### config.mk
export PLATFORM = sky130hd
export DESIGN_NAME = sweep_peak_register
export DESIGN_NICKNAME = d
export VERILOG_FILES = /design/src/rtl/sweep_peak_register_pkg.sv /design/src/rtl/sweep_peak_register_settle_timer.sv /design/src/rtl/sweep_peak_register.sv
export SDC_FILE = /design/constraint.sdc
export NUM_CORES = 1
export LEC_CHECK = 0
export ABC_AREA = 1
export BUFFER_PORTS_ARGS = -buffer_cell sky130_fd_sc_hd__buf_2
export CAP_MARGIN = 25
export CORE_MARGIN = 3
export CORE_UTILIZATION = 42
export CTS_BUF_LIST = sky130_fd_sc_hd__clkbuf_16
export DETAILED_ROUTE_END_ITERATION = 8
export SLEW_MARGIN = 20
export SYNTH_ARGS = -nofsm -noshare
export SYNTH_HDL_FRONTEND = slang
export SYNTH_SLANG_ARGS = --single-unit
### constraint.sdc
create_clock -name CLK -period 1.9 [get_ports CLK]
set_input_delay 0.19 -clock CLK [delete_from_list [all_inputs] [get_ports CLK]]
set_output_delay 0.19 -clock CLK [all_outputs]
set_load 0.05 [all_outputs]
### src/rtl/sweep_peak_register_pkg.sv
// Shared constants for the sweep/peak path: default widths used by the comparator
// and servo blocks, plus the sweep controller state encoding.
package sweep_peak_register_pkg;

  localparam int unsigned DATA_W_DEF = 12;
  localparam int unsigned POS_W_DEF  = 8;
  localparam int unsigned STATE_W    = 3;

  localparam logic [STATE_W-1:0] S_IDLE    = 3'd0;
  localparam logic [STATE_W-1:0] S_SETTLE  = 3'd1;
  localparam logic [STATE_W-1:0] S_SAMPLE  = 3'd2;
  localparam logic [STATE_W-1:0] S_COMPARE = 3'd3;
  localparam logic [STATE_W-1:0] S_DECIDE  = 3'd4;
  localparam logic [STATE_W-1:0] S_FINISH  = 3'd5;

  typedef enum logic [STATE_W-1:0] {
    ST_IDLE    = S_IDLE,
    ST_SETTLE  = S_SETTLE,
    ST_SAMPLE  = S_SAMPLE,
    ST_COMPARE = S_COMPARE,
    ST_DECIDE  = S_DECIDE,
    ST_FINISH  = S_FINISH
  } state_t;

endpackage

### src/rtl/sweep_peak_register_settle_timer.sv
// Settle timer: cleared by load, counts while enabled, flags expiry on the
// last count and wraps to zero so the next settle period starts clean.
module sweep_peak_register_settle_timer #(
  parameter int unsigned CYCLES = 1000
) (
  input  logic CLK,
  input  logic RST,
  input  logic load,
  input  logic en,
  output logic expire_c
);

  localparam int unsigned     CNT_W = (CYCLES > 1) ? $clog2(CYCLES) : 1;
  localparam logic [CNT_W-1:0] LAST = CNT_W'(CYCLES - 1);

  logic [CNT_W-1:0] cnt;

  assign expire_c = en && (cnt == LAST);

  always_ff @(posedge CLK or posedge RST) begin
    if (RST) begin
      cnt <= '0;
    end else if (load || expire_c) begin
      cnt <= '0;
    end else if (en) begin
      cnt <= cnt + CNT_W'(1);
    end
  end

endmodule

### src/rtl/sweep_peak_register.sv
// Sweep controller and peak store: steps the servo, samples the ADC after each
// settle, keeps the sample the comparator flags as larger, then parks at the peak.
module sweep_peak_register
  import sweep_peak_register_pkg::*;
#(
  parameter int unsigned DATA_W     = DATA_W_DEF,
  parameter int unsigned POS_W      = POS_W_DEF,
  parameter int unsigned POS_MAX    = 180,
  parameter int unsigned SETTLE_CYC = 1000
) (
  input  logic              CLK,
  input  logic              RST,
  input  logic              START,
  input  logic [DATA_W-1:0] ADC_DATA,
  input  logic              ADC_VALID,
  input  logic              GT,
  output logic [DATA_W-1:0] PV,
  output logic [DATA_W-1:0] LV,
  output logic [POS_W-1:0]  POS,
  output logic [POS_W-1:0]  BEST_POS,
  output logic              BUSY,
  output logic              DONE
);

  localparam logic [POS_W-1:0] POS_LAST = POS_W'(POS_MAX);

  state_t            state, state_nx;
  logic [DATA_W-1:0] pv_nx, lv_nx;
  logic [POS_W-1:0]  pos_nx, best_nx;
  logic              busy_nx, done_nx;
  logic              tmr_load, tmr_en, tmr_expire_c;

  sweep_peak_register_settle_timer #(
    .CYCLES (SETTLE_CYC)
  ) u_settle (
    .CLK      (CLK),
    .RST      (RST),
    .load     (tmr_load),
    .en       (tmr_en),
    .expire_c (tmr_expire_c)
  );

  // State and all output registers
  always_ff @(posedge CLK or posedge RST) begin
    if (RST) begin
      state    <= ST_IDLE;
      PV       <= '0;
      LV       <= '0;
      POS      <= '0;
      BEST_POS <= '0;
      BUSY     <= 1'b0;
      DONE     <= 1'b0;
    end else begin
      state    <= state_nx;
      PV       <= pv_nx;
      LV       <= lv_nx;
      POS      <= pos_nx;
      BEST_POS <= best_nx;
      BUSY     <= busy_nx;
      DONE     <= done_nx;
    end
  end

  // Next state and datapath; PV/LV hold unless explicitly loaded
  always_comb begin
    state_nx = state;
    pv_nx    = PV;
    lv_nx    = LV;
    pos_nx   = POS;
    best_nx  = BEST_POS;
    busy_nx  = BUSY;
    done_nx  = 1'b0;
    tmr_load = 1'b0;
    tmr_en   = 1'b0;

    case (state)
      ST_IDLE: begin
        if (START) begin
          lv_nx    = '0;
          best_nx  = '0;
          pos_nx   = '0;
          busy_nx  = 1'b1;
          tmr_load = 1'b1;
          state_nx = ST_SETTLE;
        end
      end
      ST_SETTLE: begin
        tmr_en = 1'b1;
        if (tmr_expire_c) state_nx = ST_SAMPLE;
      end
      ST_SAMPLE: begin
        if (ADC_VALID) begin
          pv_nx    = ADC_DATA;
          state_nx = ST_COMPARE;
        end
      end
      ST_COMPARE: state_nx = ST_DECIDE;
      ST_DECIDE: begin
        // GT was registered by the comparator from this PV/LV pair
        if (GT) begin
          lv_nx   = PV;
          best_nx = POS;
        end
        if (POS >= POS_LAST) begin
          state_nx = ST_FINISH;
        end else begin
          pos_nx   = POS + POS_W'(1);
          state_nx = ST_SETTLE;
        end
      end
      ST_FINISH: begin
        pos_nx   = BEST_POS;
        done_nx  = 1'b1;
        busy_nx  = 1'b0;
        state_nx = ST_IDLE;
      end
      default: state_nx = ST_IDLE;
    endcase
  end

endmodule

==> results of run 1 <==
## state kept, by name, indices dropped and copies added (netlist names)
signal	cells
BUSY	1
POS	8
u_settle.cnt	10
BEST_POS	8
state	3
LV	12
PV	12
DONE	1
## placed cells by master, fill, tap and decap left out, drive strengths merged
| cell | instances |
|---|---|
| inv | 29 |
| o31ai | 3 |
| a21oi | 8 |
| nand4 | 1 |
| o21ai | 10 |
| mux2 | 12 |
| nand3 | 48 |
| ha | 3 |
| nand3b | 1 |
| o21bai | 2 |
| clkbuf | 5 |
| dfrtp | 55 |
| nand2 | 108 |
| dlygate4sd3 | 1 |
| nor2 | 30 |
| o22ai | 2 |
| clkinv | 1 |
| buf | 64 |
| clkinvlp | 1 |
| xor2 | 2 |
| nor3 | 2 |
## cell type report
type	instances	share of cell area
tap	75	0.0289
timing repair buffer	65	0.110
clock inverter	3	0.00847
sequential	55	0.424
inverter	28	0.0331
clock buffer	5	0.0385
multi-input combinational	232	0.357
## where the power goes
part	internal (mW)	switching, mW	total, mW	leakage, nW
sequential	1.52	0.336	1.86	0.723
clock	0.501	0.446	0.946	0.0719
combinational	0.624	1.78	2.40	0.956
total	2.65	2.56	5.21	1.75
## cell families (layout without fill, tap and decap cells)
| kind of cell | count (synthesis) | in the layout | synth area share |
|---|---|---|---|
| AOI/OAI and AO/OA | 25 | 25 | 0.0529 |
| adders and majority gates | 3 | 3 | 0.0138 |
| muxes | 12 | 12 | 0.0497 |
| xor gates and xnor gates | 2 | 2 | 0.00644 |
| buffers and inverters | 38 | 101 | 0.0667 |
| and+or+nand+nor | 190 | 190 | 0.304 |
| DFF | 55 | 55 | 0.506 |
## worst max path at each step
stage,from,end,slack [ns],depth (start not counted)
after floorplan,POS[2],POS[0],0.31,7
after global placement,state[0],u_settle.cnt[2],0.32,6
after detailed placement,state[0],u_settle.cnt[2],0.28,6
after CTS,state[0],u_settle.cnt[2],0.29,6
after global routing,state[0],u_settle.cnt[4],0.11,6
final,state[0],u_settle.cnt[2],0.33,6
## metrics by stage
step	utilization	setup slack [ns]	hold slack, ns	cell area, sq um
final	0.533	0.332	0.118	3250
after global routing	0.533	0.108	0.119	3250
after CTS	0.533	0.285	0.114	3250
after detailed placement	0.506	0.285	0.256	3090
after global placement	0.506	0.318	0.251	3090
after floorplan	-	0.312	0.299	2720
## repair_timing
action                                 4_1_cts  5_1_grt
resized for setup                            0        0
hold buffers                                 1        0
endpoints found under the hold margin       20        0
## per-layer routing
metal | share of wire | vias to the layer above
met2 | 0.43 | 74
met5 | 0 | -
met1 | 0.48 | 1044
met4 | 0.0092 | 0
met3 | 0.076 | 6
li1 | - | 1171
## critical path: cells and delay by family (launching register included)
family           cells  cell delay (ns)
and+or+nand+nor      6             1.01
DFF                  1             0.46
==> impl_metrics.tcl, run 1 <==
set metrics [dict create \
    gr-max-usage-layer "met2" \
    outcome "complete, no violations" \
    worstHoldStart "ADC_DATA[0]" \
    diodes 0 \
    synth_edf_count 0 \
    rows 28 \
    cp.arrival_ns 1.76 \
    finalWirelength_um 6120 \
    first_pass_iters 4 \
    die_h_um 86.5 \
    rr_worst_depth 6 \
    place_inst 454 \
    finalNetCount 407 \
    grt_first_pass_wirelength_um 10500 \
    postRouteAntennaNets 0 \
    clkLatencyLatePin_ns 0.30 \
    fill_cells 612 \
    antenna_found_initial 0 \
    postCtsSetupRepairBufs 0 \
    area_delta_synth_final_pct 19.5 \
    fp.dieW_um 86.5 \
    h-tree-depth 2 \
    netlist-cell-type-count 30 \
    start_util 0.446 \
    io_pins 59 \
    cp_max_fo 12 \
    die_area_sq_um 7470 \
    met2_usage 0.262 \
    cts_tree "yes" \
    coreArea_sq_um 6100 \
    period_share 0.825 \
    final_layout_size_suffix_gt1_frac 0.250 \
    syn_nets 345 \
    cpPeakStageDelay_ns 0.46 \
    avgSynthCellArea_sq_um 8.37 \
    syn_inst 325 \
    min_delay_worst_endpoint "PV[0]" \
    cts-buffers-inserted 5 \
    yosysSeqAreaShare 0.506 \
    max_slew_margin 0.650 \
    crit_required_ns 2.09 \
    synth_commonest_cells "nand2_1, dfrtp_1, nand3_1" \
    endpoint_kind "flip-flop" \
    rsz0062_at_grt "false" \
    hold_violations 0 \
    cp_common_cell "nand2_1" \
    final-seq-area_sq_um 1380 \
    worstMarginPinSlew_ns 0.524 \
    critPathKind "flip-flop to flip-flop" \
    p_total_mw 5.21 \
    min_period_ns 1.57 \
    synth_top_area_cell "dfrtp_1" \
    post_drt_wl_per_cell_um 13.2 \
    worstReg2RegStart "state[0]" \
    num_vias 2295 \
    met3_usage 0.0523 \
    holdPathStages 2 \
    synthFlopType "dfrtp_1" \
    viasPerCell 4.96 \
    setup_viol 0 \
    synth_area_leaders "dfrtp_1, nand2_1, nand3_1, mux2_2, nor2_1" \
    yosysTopAreaCellShare 0.506 \
    fmax_ghz 0.638 \
    portBuffers 58 \
    clockBufferDepth 2 \
    crit_chain "nor2_4 > nand3_4 > nand2_2 > nand2_1 > nand3_1 > nand2_1" \
    drtIter0Drc 122 \
    ys_seq_elements 55 \
    grt_usage 0.176 \
    clk_root_buffer_cell "clkbuf_16" \
    r2r_slack_ns 0.33 \
    grt_remaining_overflow 0 \
    clkSinkCount 55 \
    hold_path_class "input pin to flip-flop" \
    drv_cap 0 \
    setup_tns_ns 0 \
    yosys_warnings 0 \
    hpwlAfterDp_um 4560 \
    ys_async_sr_fraction 1.00 \
    grt_pass1_vias 2255 \
    critical-path-slowest-cell "dfrtp_1" \
    report.final.slew_viol_count 0 \
    r2r-end "u_settle.cnt[2]" \
    clkTransAtPathRegs_ns 0.08 \
    gp_congestion 0.839 \
    irDropWorstVdd_uv 751 \
    synth.most_common_cell "nand2_1" \
    pwr_density_cell_nw_per_um2 1600 \
    synthesis.area_sq_um 2720 \
    cp-start-kind "flip-flop" \
    multi_input_area_sq_um 1160 \
    leakage_nw 1.75 \
    grt_max_degree 27 \
    drc 0 \
    final_cell_count_no_fill 463 \
    use_met1 0.250 \
    finClkSkew_ns 0.00901 \
]
Note: power is estimated with default switching activity, not from simulation.
==> run 2: changes to the inputs <==
--- a/config.mk
+++ b/config.mk
@@ -12,6 +12,7 @@
 export CORE_UTILIZATION = 42
 export CTS_BUF_LIST = sky130_fd_sc_hd__clkbuf_16
 export DETAILED_ROUTE_END_ITERATION = 8
+export PLACE_DENSITY = 0.67
 export SLEW_MARGIN = 20
 export SYNTH_ARGS = -nofsm -noshare
 export SYNTH_HDL_FRONTEND = slang
==> constraint.sdc (replaced) <==
create_clock -name CLK -period 1.3 [get_ports CLK]
set_input_delay 0.13 -clock CLK [delete_from_list [all_inputs] [get_ports CLK]]
set_output_delay 0.13 -clock CLK [all_outputs]
set_load 0.05 [all_outputs]
==> run 2 against run 1 <==
  * The flow now finishes with violations (setup timing)
  * Setup slack worse by 0.46 ns
  * Final cell count rose by 8.0%
  * Sequential cell count did not move
  * Clock power rose by 81%
  * Utilization rose by 14 points
  * Worst hold slack worse by 0.068 ns
  * Sequential share of layout area shrank 8.3 points
  * Die area stayed put
  * Global-route usage grew 1.7 points
  * First-iteration DRC count is 1.6% higher
  * Clock skew rose by 0.00053 ns
  * Critical path depth up 1
  * Critical path type unchanged
  * Largest cell class is now multi-input combinational cells
  * Highest routed layer unchanged
==> impl_metrics.tcl, run 2 (synthesis results as in run 1) <==
set metrics [dict create \
    leakage_nw 2.06 \
    power_switching_mw 4.45 \
    critical-path-slowest-cell "dfrtp_2" \
    first_pass_iters 4 \
    p_int_mw 5.19 \
    grt_max_degree 27 \
    hold_violations 0 \
    rows 28 \
    final_layout_size_suffix_gt1_frac 0.485 \
    pwr-share-clk 0.178 \
    fmax_ghz 0.699 \
    clkTransAtPathRegs_ns 0.07 \
    finClkSkew_ns 0.00954 \
    critPathBufInv 2 \
    viasPerCell 5.14 \
    clkSinkCount 55 \
    h-tree-depth 2 \
    die_area_sq_um 7470 \
    io_pins 59 \
    irDropWorstVdd_uv 1580 \
    endpoint_kind "flip-flop" \
    swShare 0.462 \
    diodes 0 \
    place_area_sq_um 3340 \
    whs_ns 0.0505 \
    portBuffers 58 \
    cp_max_fo 7 \
    grt_remaining_overflow 0 \
    pwr-share-comb 0.540 \
    die_h_um 86.5 \
    final_area_sq_um 4080 \
    cpLargestDelayFamily "simple AND/OR/NAND/NOR gates" \
    finalNetCount 444 \
    drv_cap 0 \
    min_delay_worst_endpoint "PV[0]" \
    crit_required_ns 1.48 \
    report.final.slew_viol_count 0 \
    r2r-end "BEST_POS[7]" \
    antenna_found_initial 0 \
    num_vias 2569 \
    rr_worst_depth 7 \
    violations "setup timing" \
    cts-buffers-inserted 5 \
    crit_chain "nor2_4 > nand2_4 > inv_8 > nand2_8 > clkbuf_16 > nand3_2 > nand2_1" \
    worstReg2RegStart "state[0]" \
    pwr_density_cell_nw_per_um2 2360 \
    cp-start-kind "flip-flop" \
    holdPathStages 2 \
    setup_viol 39 \
    worstHoldStart "ADC_DATA[0]" \
    pre_cts_ws_ns -0.143 \
    layout_setup_ws_ns -0.130 \
    clkLatencyLatePin_ns 0.29 \
    rsz0062_at_grt "true" \
    drtIter0Drc 124 \
    setup_tns_ns -3.47 \
    critPathKind "flip-flop to flip-flop" \
    worstMarginPinSlew_ns 0.452 \
    grt_pass1_vias 2574 \
    start_util 0.446 \
    hpwlAfterDp_um 4790 \
    cp.arrival_ns 1.61 \
    p_total_mw 9.63 \
    finalWirelength_um 7510 \
    cpPeakStageDelay_ns 0.45 \
    hold_path_class "input pin to flip-flop" \
    final_cell_count_no_fill 500 \
    drc 0 \
    min_period_ns 1.43 \
    area_delta_synth_final_pct 49.9 \
    r2r_slack_ns -0.13 \
    outcome "finished with violations" \
    gp_congestion 0.862 \
    mostFrequentLayoutCell "nand2_1" \
    post-route-util 0.669 \
    top_regs "LV: 12 flops, PV: 12 flops, u_settle.cnt: 10 flops" \
    final_cell_mix "nand2_1, buf_2, dfrtp_1" \
    postRouteAntennaNets 0 \
    coreArea_sq_um 6100 \
    grt_first_pass_wirelength_um 11500 \
    max_slew_margin 0.698 \
    clockBufferDepth 2 \
    fp.dieW_um 86.5 \
    clk_root_buffer_cell "clkbuf_16" \
    post_drt_wl_per_cell_um 15.0 \
    grt_usage 0.193 \
    cts_tree "yes" \
    period_share 1.10 \
    pwr-share-seq 0.283 \
    place_inst 479 \
]
## run 2: changes by cell type in the layout (fill, tap and decap cells not counted), moves of 5 or more
cell / change
a21oi_1: -5
buf_12: +7
buf_4: +20
buf_6: +6
dfrtp_1: -10
dfrtp_2: +10
nand2_1: -19
nand2_2: +13
nand3_1: -23
nand3_2: +23
nor2_1: -5
## run 2: power groups by stage
stage	clock, mW	combinational [mW]	sequential (mW)
2_1_floorplan	0	1.52	4.03
3_3_place_gp	0	4.03	2.66
3_5_place_dp	0	4.08	2.69
4_1_cts	1.73	4.67	2.66
5_1_grt	1.80	5.54	2.79
6_report	1.71	5.20	2.72
## run 2: layer usage
layer | up-vias | global-route usage | share of wire
met1 | 1246 | 0.245 | 0.42
met3 | 8 | 0.0456 | 0.052
met2 | 63 | 0.329 | 0.52
li1 | 1252 | - | -
met4 | 0 | 0.0524 | 0.0096
met5 | - | 0 | 0
## run 2: area by class of cell
type	count	area, sq um
Multi-Input combinational cell	234	1530
Clock buffer	5	125
Fill cell	477	2020
Clock inverter	3	63.8
Sequential cell	55	1390
Inverter	28	119
Timing Repair Buffer	100	756
Tap cell	75	93.8
## run 2: how the worst max path moves through the flow
stage / startpoint / to / slack [ns] / cells after the start
2_1_floorplan: POS[2] / POS[0] / -0.07 / 7
3_3_place_gp: state[0] / BEST_POS[0] / -0.05 / 7
3_5_place_dp: state[0] / BEST_POS[4] / -0.14 / 7
4_1_cts: state[1] / BEST_POS[4] / -0.06 / 6
5_1_grt: state[0] / BEST_POS[7] / -0.19 / 7
6_report: state[0] / BEST_POS[7] / -0.13 / 7
## run 2: timing repair
item                       in CTS  in global routing
cloned                          1                  3
resized for setup              29                 66
hold buffers                    1                  0
setup buffers                   6                  3
hold endpoints to repair       15                  0
pin swaps                       7                 27
setup endpoints to repair      45                 51
